==> src/rtl/mdu_issue_sched.sv <==
// rtl/mdu_issue_sched.sv - age-ordered compacting issue queue for the multiply/divide unit
// Oldest-ready-first select with wakeup capture and a shared-divider busy window.
module mdu_issue_sched #(
    parameter int DEPTH   = 4,
    parameter int PREG_W  = 6,
    parameter int UOP_W   = 64,
    parameter int DIV_LAT = 36
) (
    input  logic                  clk,
    input  logic                  rst,
    input  logic                  flush,
    input  logic                  pause,
    input  logic                  enq_valid,
    output logic                  enq_ready,
    input  logic [UOP_W-1:0]      enq_uop,
    input  logic [PREG_W-1:0]     enq_src0,
    input  logic [PREG_W-1:0]     enq_src1,
    input  logic                  enq_src0_rdy,
    input  logic                  enq_src1_rdy,
    input  logic                  enq_is_div,
    input  logic [1:0]            wake_valid,
    input  logic [2*PREG_W-1:0]   wake_preg,
    output logic                  iss_valid,
    output logic [UOP_W-1:0]      iss_uop,
    output logic [PREG_W-1:0]     iss_src0,
    output logic [PREG_W-1:0]     iss_src1,
    output logic                  div_busy
);

    localparam int IDX_W  = (DEPTH > 1) ? $clog2(DEPTH) : 1;
    localparam int CNT_W  = $clog2(DEPTH + 1);
    localparam int BUSY_W = (DIV_LAT > 0) ? $clog2(DIV_LAT + 1) : 1;

    logic [DEPTH-1:0]  valid_q, valid_d;
    logic [DEPTH-1:0]  rdy0_q, rdy0_d;
    logic [DEPTH-1:0]  rdy1_q, rdy1_d;
    logic [DEPTH-1:0]  div_q, div_d;
    logic [UOP_W-1:0]  uop_q  [DEPTH];
    logic [UOP_W-1:0]  uop_d  [DEPTH];
    logic [PREG_W-1:0] src0_q [DEPTH];
    logic [PREG_W-1:0] src0_d [DEPTH];
    logic [PREG_W-1:0] src1_q [DEPTH];
    logic [PREG_W-1:0] src1_d [DEPTH];
    logic [CNT_W-1:0]  count_q, count_d;
    logic [BUSY_W-1:0] busy_q, busy_d;

    logic              has_sel;
    logic [IDX_W-1:0]  sel_idx;
    logic [DEPTH-1:0]  woken0, woken1;
    logic [CNT_W-1:0]  count_after;
    logic              enq_fire;

    function automatic logic wake_hit(input logic [PREG_W-1:0]   tag,
                                      input logic [1:0]          wv,
                                      input logic [2*PREG_W-1:0] wp);
        return (wv[0] && (wp[0 +: PREG_W] == tag)) ||
               (wv[1] && (wp[PREG_W +: PREG_W] == tag));
    endfunction

    assign div_busy  = (busy_q != '0);
    assign enq_ready = (count_q < CNT_W'(DEPTH));
    assign iss_valid = has_sel && !pause && !div_busy && !flush;
    assign iss_uop   = iss_valid ? uop_q[sel_idx]  : '0;
    assign iss_src0  = iss_valid ? src0_q[sel_idx] : '0;
    assign iss_src1  = iss_valid ? src1_q[sel_idx] : '0;

    // Descending scan so the lowest (oldest) eligible index wins.
    always_comb begin
        has_sel = 1'b0;
        sel_idx = '0;
        for (int i = DEPTH - 1; i >= 0; i--) begin
            if (valid_q[i] && rdy0_q[i] && rdy1_q[i]) begin
                has_sel = 1'b1;
                sel_idx = IDX_W'(i);
            end
        end
    end

    always_comb begin
        for (int i = 0; i < DEPTH; i++) begin
            woken0[i] = rdy0_q[i] | (valid_q[i] & wake_hit(src0_q[i], wake_valid, wake_preg));
            woken1[i] = rdy1_q[i] | (valid_q[i] & wake_hit(src1_q[i], wake_valid, wake_preg));
        end

        valid_d = valid_q;
        rdy0_d  = woken0;
        rdy1_d  = woken1;
        div_d   = div_q;
        uop_d   = uop_q;
        src0_d  = src0_q;
        src1_d  = src1_q;

        // Compaction: entries above the issued slot slide down, carrying this cycle's wakeups.
        if (iss_valid) begin
            for (int i = 0; i < DEPTH - 1; i++) begin
                if (IDX_W'(i) >= sel_idx) begin
                    valid_d[i] = valid_q[i+1];
                    rdy0_d[i]  = woken0[i+1];
                    rdy1_d[i]  = woken1[i+1];
                    div_d[i]   = div_q[i+1];
                    uop_d[i]   = uop_q[i+1];
                    src0_d[i]  = src0_q[i+1];
                    src1_d[i]  = src1_q[i+1];
                end
            end
            valid_d[DEPTH-1] = 1'b0;
        end

        count_after = count_q - CNT_W'(iss_valid);
        enq_fire    = enq_valid && enq_ready && !flush;

        if (enq_fire) begin
            for (int i = 0; i < DEPTH; i++) begin
                if (CNT_W'(i) == count_after) begin
                    valid_d[i] = 1'b1;
                    rdy0_d[i]  = enq_src0_rdy | wake_hit(enq_src0, wake_valid, wake_preg);
                    rdy1_d[i]  = enq_src1_rdy | wake_hit(enq_src1, wake_valid, wake_preg);
                    div_d[i]   = enq_is_div;
                    uop_d[i]   = enq_uop;
                    src0_d[i]  = enq_src0;
                    src1_d[i]  = enq_src1;
                end
            end
        end
        count_d = count_after + CNT_W'(enq_fire);

        if (iss_valid && div_q[sel_idx]) begin
            busy_d = BUSY_W'(DIV_LAT);
        end else if (busy_q != '0) begin
            busy_d = busy_q - 1'b1;
        end else begin
            busy_d = busy_q;
        end

        if (flush) begin
            valid_d = '0;
            count_d = '0;
            busy_d  = '0;
        end
    end

    always_ff @(posedge clk or posedge rst) begin
        if (rst) begin
            valid_q <= '0;
            rdy0_q  <= '0;
            rdy1_q  <= '0;
            div_q   <= '0;
            count_q <= '0;
            busy_q  <= '0;
            for (int i = 0; i < DEPTH; i++) begin
                uop_q[i]  <= '0;
                src0_q[i] <= '0;
                src1_q[i] <= '0;
            end
        end else begin
            valid_q <= valid_d;
            rdy0_q  <= rdy0_d;
            rdy1_q  <= rdy1_d;
            div_q   <= div_d;
            count_q <= count_d;
            busy_q  <= busy_d;
            uop_q   <= uop_d;
            src0_q  <= src0_d;
            src1_q  <= src1_d;
        end
    end

endmodule

==> config.mk <==
export PLATFORM = sky130hd
export DESIGN_NAME = mdu_issue_sched
export DESIGN_NICKNAME = d
export VERILOG_FILES = /design/src/rtl/mdu_issue_sched.sv
export SDC_FILE = /design/constraint.sdc
export NUM_CORES = 1
export LEC_CHECK = 0
export CAP_MARGIN = 30
export CELL_PAD_IN_SITES_DETAIL_PLACEMENT = 1
export CELL_PAD_IN_SITES_GLOBAL_PLACEMENT = 2
export CORE_MARGIN = 10
export CORE_UTILIZATION = 39
export CTS_BUF_LIST = sky130_fd_sc_hd__clkbuf_16
export CTS_CLUSTER_SIZE = 40
export DETAILED_ROUTE_END_ITERATION = 16
export PLACE_DENSITY_LB_ADDON = 0.1
export REMOVE_ABC_BUFFERS = 1
export SLEW_MARGIN = 15
export SYNTH_ARGS = -nofsm -noshare
export SYNTH_HDL_FRONTEND = slang
export SYNTH_SLANG_ARGS = --single-unit
==> constraint.sdc <==
create_clock -name clk -period 23 [get_ports clk]
set_clock_uncertainty 0.1 [all_clocks]
set_input_delay 3.45 -clock clk [delete_from_list [all_inputs] [get_ports clk]]
set_output_delay 3.45 -clock clk [all_outputs]
set_load 0.005 [all_outputs]
=== Yosys cells after proc, flatten, opt, wreduce, memory -nomap -nowiden ===
Index checks and enable logic that the tools add are counted.

* Bitwise operators: 19
* Mux-type cells: 89
* $add $sub $neg: 3
* Reduce and logical (&&, ||, !) cells: 51
* Eq/ne operators: 23
* Order comparisons: 6

{| class="wikitable"
|+ Operator list
! kind !! number
|-
| $mux W64 || 10
|-
| $mux W256 || 1
|-
| $mux W192 || 1
|-
| $mux W6 || 23
|-
| $bmux W64 S2 || 1
|-
| $eq A6 B6 Y1 || 20
|-
| $mux W24 || 2
|-
| $mux W18 || 2
|-
| $logic_and A1 B1 Y1 || 34
|-
| $mux W1 || 32
|-
| $bmux W6 S2 || 2
|-
| $mux W4 || 5
|-
| $mux W3 || 5
|-
| $logic_or A1 B1 Y1 || 10
|-
| $or A1 B1 Y1 || 10
|-
| $and A1 B1 Y1 || 8
|-
| $mux W2 || 4
|-
| $eq A2 B3 Y1 const A || 2
|-
| $reduce_bool A6 Y1 || 1
|-
| $sub A6 B1 Y6 const B || 1
|-
| $ge A1 B2 Y1 const A || 2
|-
| $add A3 B1 Y3 || 1
|-
| $eq A1 B3 Y1 const A || 1
|-
| $ge A3 B3 Y1 const B || 1
|-
| 10 further kinds || 12
|}

* Register bits: 329
* Bits of input ports: 98
* Logic and storage cells: 210
* Output and inout bits: 79

=== Logic depth before layout (Yosys ltp) ===
* Depth in word-level cells: 14
* Mapped depth: 15

=== Worst setup path after synthesis ===
No wires, ideal clock.

* Path type: input -> output
* From: input port pause
* To: output port iss_uop[31]
* Setup slack: 14658 ps
* Buffers on the path: 2
* Stages on the path: 6
* Data required time: 19450 ps
* Arrival: 4792 ps
* Cell sequence: or2_2 -> nor3_2 -> and3_1 -> buf_2 -> clkbuf_1 -> a221o_1

* Longest elaborated chain between the ends: 5

{| class="wikitable"
|+ Ends and longest elaborated chain
! what !! RTL line !! source
|-
| from (decl) || 12 || <nowiki>input logic pause,</nowiki>
|-
| $logic_not A1 Y1 || 62 || <nowiki>assign iss_valid = has_sel && !pause && !div_busy && !flush;</nowiki>
|-
| $logic_and A1 B1 Y1 (3 in a row) || 62 ||
|-
| $mux W64 || 63 || <nowiki>assign iss_uop = iss_valid ? uop_q[sel_idx] : '0;</nowiki>
|-
| to (decl) || 24 || <nowiki>output logic [UOP_W-1:0] iss_uop,</nowiki>
|}

No other way between the ends.

=== Worst setup path after layout ===
* From: input port flush
* To: output port iss_uop[48]

* Longest elaborated chain between the ends: 3

{| class="wikitable"
|+ Ends and longest elaborated chain
! what !! RTL line !! source
|-
| from (decl) || 11 || <nowiki>input logic flush,</nowiki>
|-
| $logic_not A1 Y1 || 62 ||
|-
| $logic_and A1 B1 Y1 || 62 ||
|-
| $mux W64 || 63 ||
|}

No other way between the ends.

==> flow_summary_export.csv <==
group,metric,value,unit
drt,totalWireLength,65.8,mm
drt,antenna_left,0,
placement,pre_cts_slack,11.72,ns
run,drv_cap,0,
worst_setup_path,critPathMaxStageDelay,0.75,ns
drt,num_vias,15700,
worst_setup_path,endpoint_kind,"output pin",
layout,final_common_cell,"nand2_1",
die,core-area,45600,sq um
timing,fin_crit_sh,0.491,
synthesis,syn_area,18000,sq um
status,status,"finished, final reports clean",
die,core.rowCount,78,
die,die_h,235,um
drt,firstDrtPassIters,5,
worst_setup_path,start_kind,"input pin",
placement,globalplace.congestion,0.828,
die,die_w,235,um
timing,clock.fmax,88.5,MHz
worst_setup_path,critPathMostFrequentCell,"clkdlybuf4s50_1",
drt,vias_per_cell,5.83,
synthesis,synth_async_sr_flop_share,1.00,
timing,rsz0062_at_grt,"false",
worst_setup_path,path_cells,"clkdlybuf4s50_1 -> or2_2 -> nor3_4 -> buf_4 -> and2_1 -> nand2_1 -> o22ai_1 -> clkdlybuf4s50_1",
power,p_clk_frac,0.309,
cts,cts_setup_buffers,0,
global_route,antenna_found_initial,7,
cts,ctsRootBufferMaster,"clkbuf_16",
power,p_per_area,95.9,nW/um^2
timing,relSlewSlack,0.335,
layout,utilization,0.474,
cts,htree_levels,2,
cts,cts_hold_buf,0,
timing,tns,0,ns
power,p_int,1.36,mW
worst_setup_path,crit_arrival,7.74,ns
timing,period_needed,11.29,ns
cts,ctsResizeCount,0,
die,ios,177,
synthesis,synthFlopType,"dfrtp_1",
synthesis,ys_types,47,
placement,numPortBuffers,176,
worst_setup_path,cp_slowest_cell,"buf_4",
worst_setup_path,required,19.45,ns
timing,final-hold-violation-count,0,
drt,post_drt_wl_per_cell,24.4,um
synthesis,yosysSeqAreaShare,0.456,
power,pwr-share-seq,0.475,
timing,setup_ws,11.71,ns
die,initial_utilization,0.396,
worst_setup_path,path_delay_family,"buffers and inverters",
synthesis,synth.ff_latch_count,329,
synthesis,syn_inst,1980,
power,p_sw,0.709,mW
global_route,grt_max_degree,125,
placement,post-dp-hpwl,40.0,mm
layout,drive_above_1_share,0.0890,
global_route,grt_pass1_wl,102,mm
cts,clk_pin_slew,0.06,ns
synthesis,synth_edf_count,0,
timing,finalSetupViolCount,0,
layout,nets,2163,
min_path,hold_path_class,"reg -> reg",
drt,drt_iter0_drc,1069,
layout,area_growth,19.6,%
synthesis,syn_avg_cell_area,9.11,sq um
global_route,grt_pass1_vias,16500,
power,pwr-share-comb,0.215,
layout,mostFrequentLayoutCells,"nand2_1 (435), dfrtp_1 (329), nor2_1 (230), clkdlybuf4s50_1 (176), a31oi_1 (171)",
timing,finalMaxSlewViolations,0,
timing,tightestPinTransition,0.997,ns
drt,drc,0,
cts,clock_sinks,329,
global_route,gr-total-overflow,0,
die,design.die.area,55300,sq um
worst_setup_path,critPathBufInv,3,
worst_setup_path,critPathKind,"in -> out",
power,worst_ir_drop_vdd,57.3,uV
power,p_leak,9.15,nW
cts,clk_latency,0.59,ns
cts,cts_tree,"yes",
synthesis,yosys_warnings,0,
cts,cts_buffer_depth,3,
global_route,grt_usage,0.231,
power,switching_share,0.342,
cts,numCtsBuffers,41,
worst_setup_path,worst-path-max-fanout,60,
==> flip-flops by register name, indices dropped and copies added, names as in the netlist <==
name     count
valid_q      4
busy_q       6
src1_q      24
div_q        4
rdy1_q       4
src0_q      24
count_q      3
rdy0_q       4
uop_q      256
==> power by group through the flow <==
stage               registers [mW]  logic (mW)  clock network, mW
finish                       0.985       0.446              0.641
CTS                          0.978       0.445              0.656
detailed placement           0.984       0.442                  0
global route                  1.01       0.501              0.682
floorplan                    0.909       0.324                  0
global placement             0.983       0.420                  0
==> cell families after synthesis <==
logic type / Yosys count / share of synthesized area
xor gates and xnor gates: 127 / 0.0616
DFF: 329 / 0.456
and+or+nand+nor: 760 / 0.171
muxes: 194 / 0.113
adders and majority gates: 4 / 0.00277
buffers and inverters: 176 / 0.0442
AOI/OAI and AO/OA: 390 / 0.152
==> routing by layer <==
metal / GRT usage / vias to the layer above / part of all wire
li1: - / 7145 / -
met1: 0.308 / 8111 / 0.45
met2: 0.377 / 337 / 0.48
met3: 0.0446 / 110 / 0.049
met4: 0.0641 / 10 / 0.023
met5: 0 / - / 0.00091
==> per-stage QoR <==
stage | instance area (sq um) | cells | hold WS (ns) | total power [mW]
global placement | 20100 | 2609 | 0.411 | 1.40
global route | 21600 | 2693 | 0.453 | 2.19
floorplan | 17300 | 1811 | 0.401 | 1.23
finish | 21600 | 2693 | 0.437 | 2.07
CTS | 21400 | 2685 | 0.434 | 2.08
detailed placement | 20100 | 2612 | 0.424 | 1.43
==> worst paths after layout <==
path | start | endpoint | slack (ns) | cells past startpoint
min in group asynchronous | rst | src1_q[3] | 3.11 | 2
min reg2reg | uop_q[8] | uop_q[8] | 0.44 | 1
max in group asynchronous | rst | uop_q[29] | 17.91 | 5
min | uop_q[8] | uop_q[8] | 0.44 | 1
max reg2reg | busy_q[0] | uop_q[100] | 17.39 | 14
max | flush | iss_uop[48] | 11.71 | 8
==> cells in the mapped netlist (2+ instances only) <==
library cell | count | share of area
nand2b_1 | 2 | 0.00069
a41o_1 | 6 | 0.0033
and3_1 | 19 | 0.0066
buf_1 | 7 | 0.0015
o21ai_0 | 51 | 0.014
a221o_1 | 52 | 0.029
o21ai_1 | 21 | 0.0058
inv_1 | 6 | 0.0012
o211ai_1 | 2 | 0.00083
ha_1 | 4 | 0.0028
a32oi_1 | 52 | 0.025
o21a_1 | 2 | 0.00083
nor2_1 | 231 | 0.048
mux2_2 | 77 | 0.048
mux2i_1 | 117 | 0.065
dfrtp_1 | 329 | 0.46
nor4_1 | 19 | 0.0066
o31ai_1 | 6 | 0.0025
nand2_1 | 438 | 0.091
a311oi_1 | 2 | 0.00097
buf_2 | 37 | 0.010
xor2_1 | 76 | 0.037
clkbuf_1 | 105 | 0.022
nand3_1 | 9 | 0.0025
or2_2 | 4 | 0.0014
o22ai_1 | 14 | 0.0049
xnor2_1 | 51 | 0.025
nor3_2 | 2 | 0.0011
a21oi_1 | 7 | 0.0019
a31oi_1 | 171 | 0.059
and2_1 | 4 | 0.0014
buf_6 | 4 | 0.0025
nor3_1 | 15 | 0.0042
buf_4 | 16 | 0.0067
nand4_1 | 10 | 0.0035
==> final cells by class <==
cell class,instances,area (sq um)
clock inverters,32,272
inverters,7,33.8
well taps,600,751
fillers,5157,24000
multi-input cells,1475,9110
flip-flops and latches,329,8230
diodes,2,5.00
clock buffers,41,1030
repair buffers,207,2160
Power figures use the tool's default switching activity.
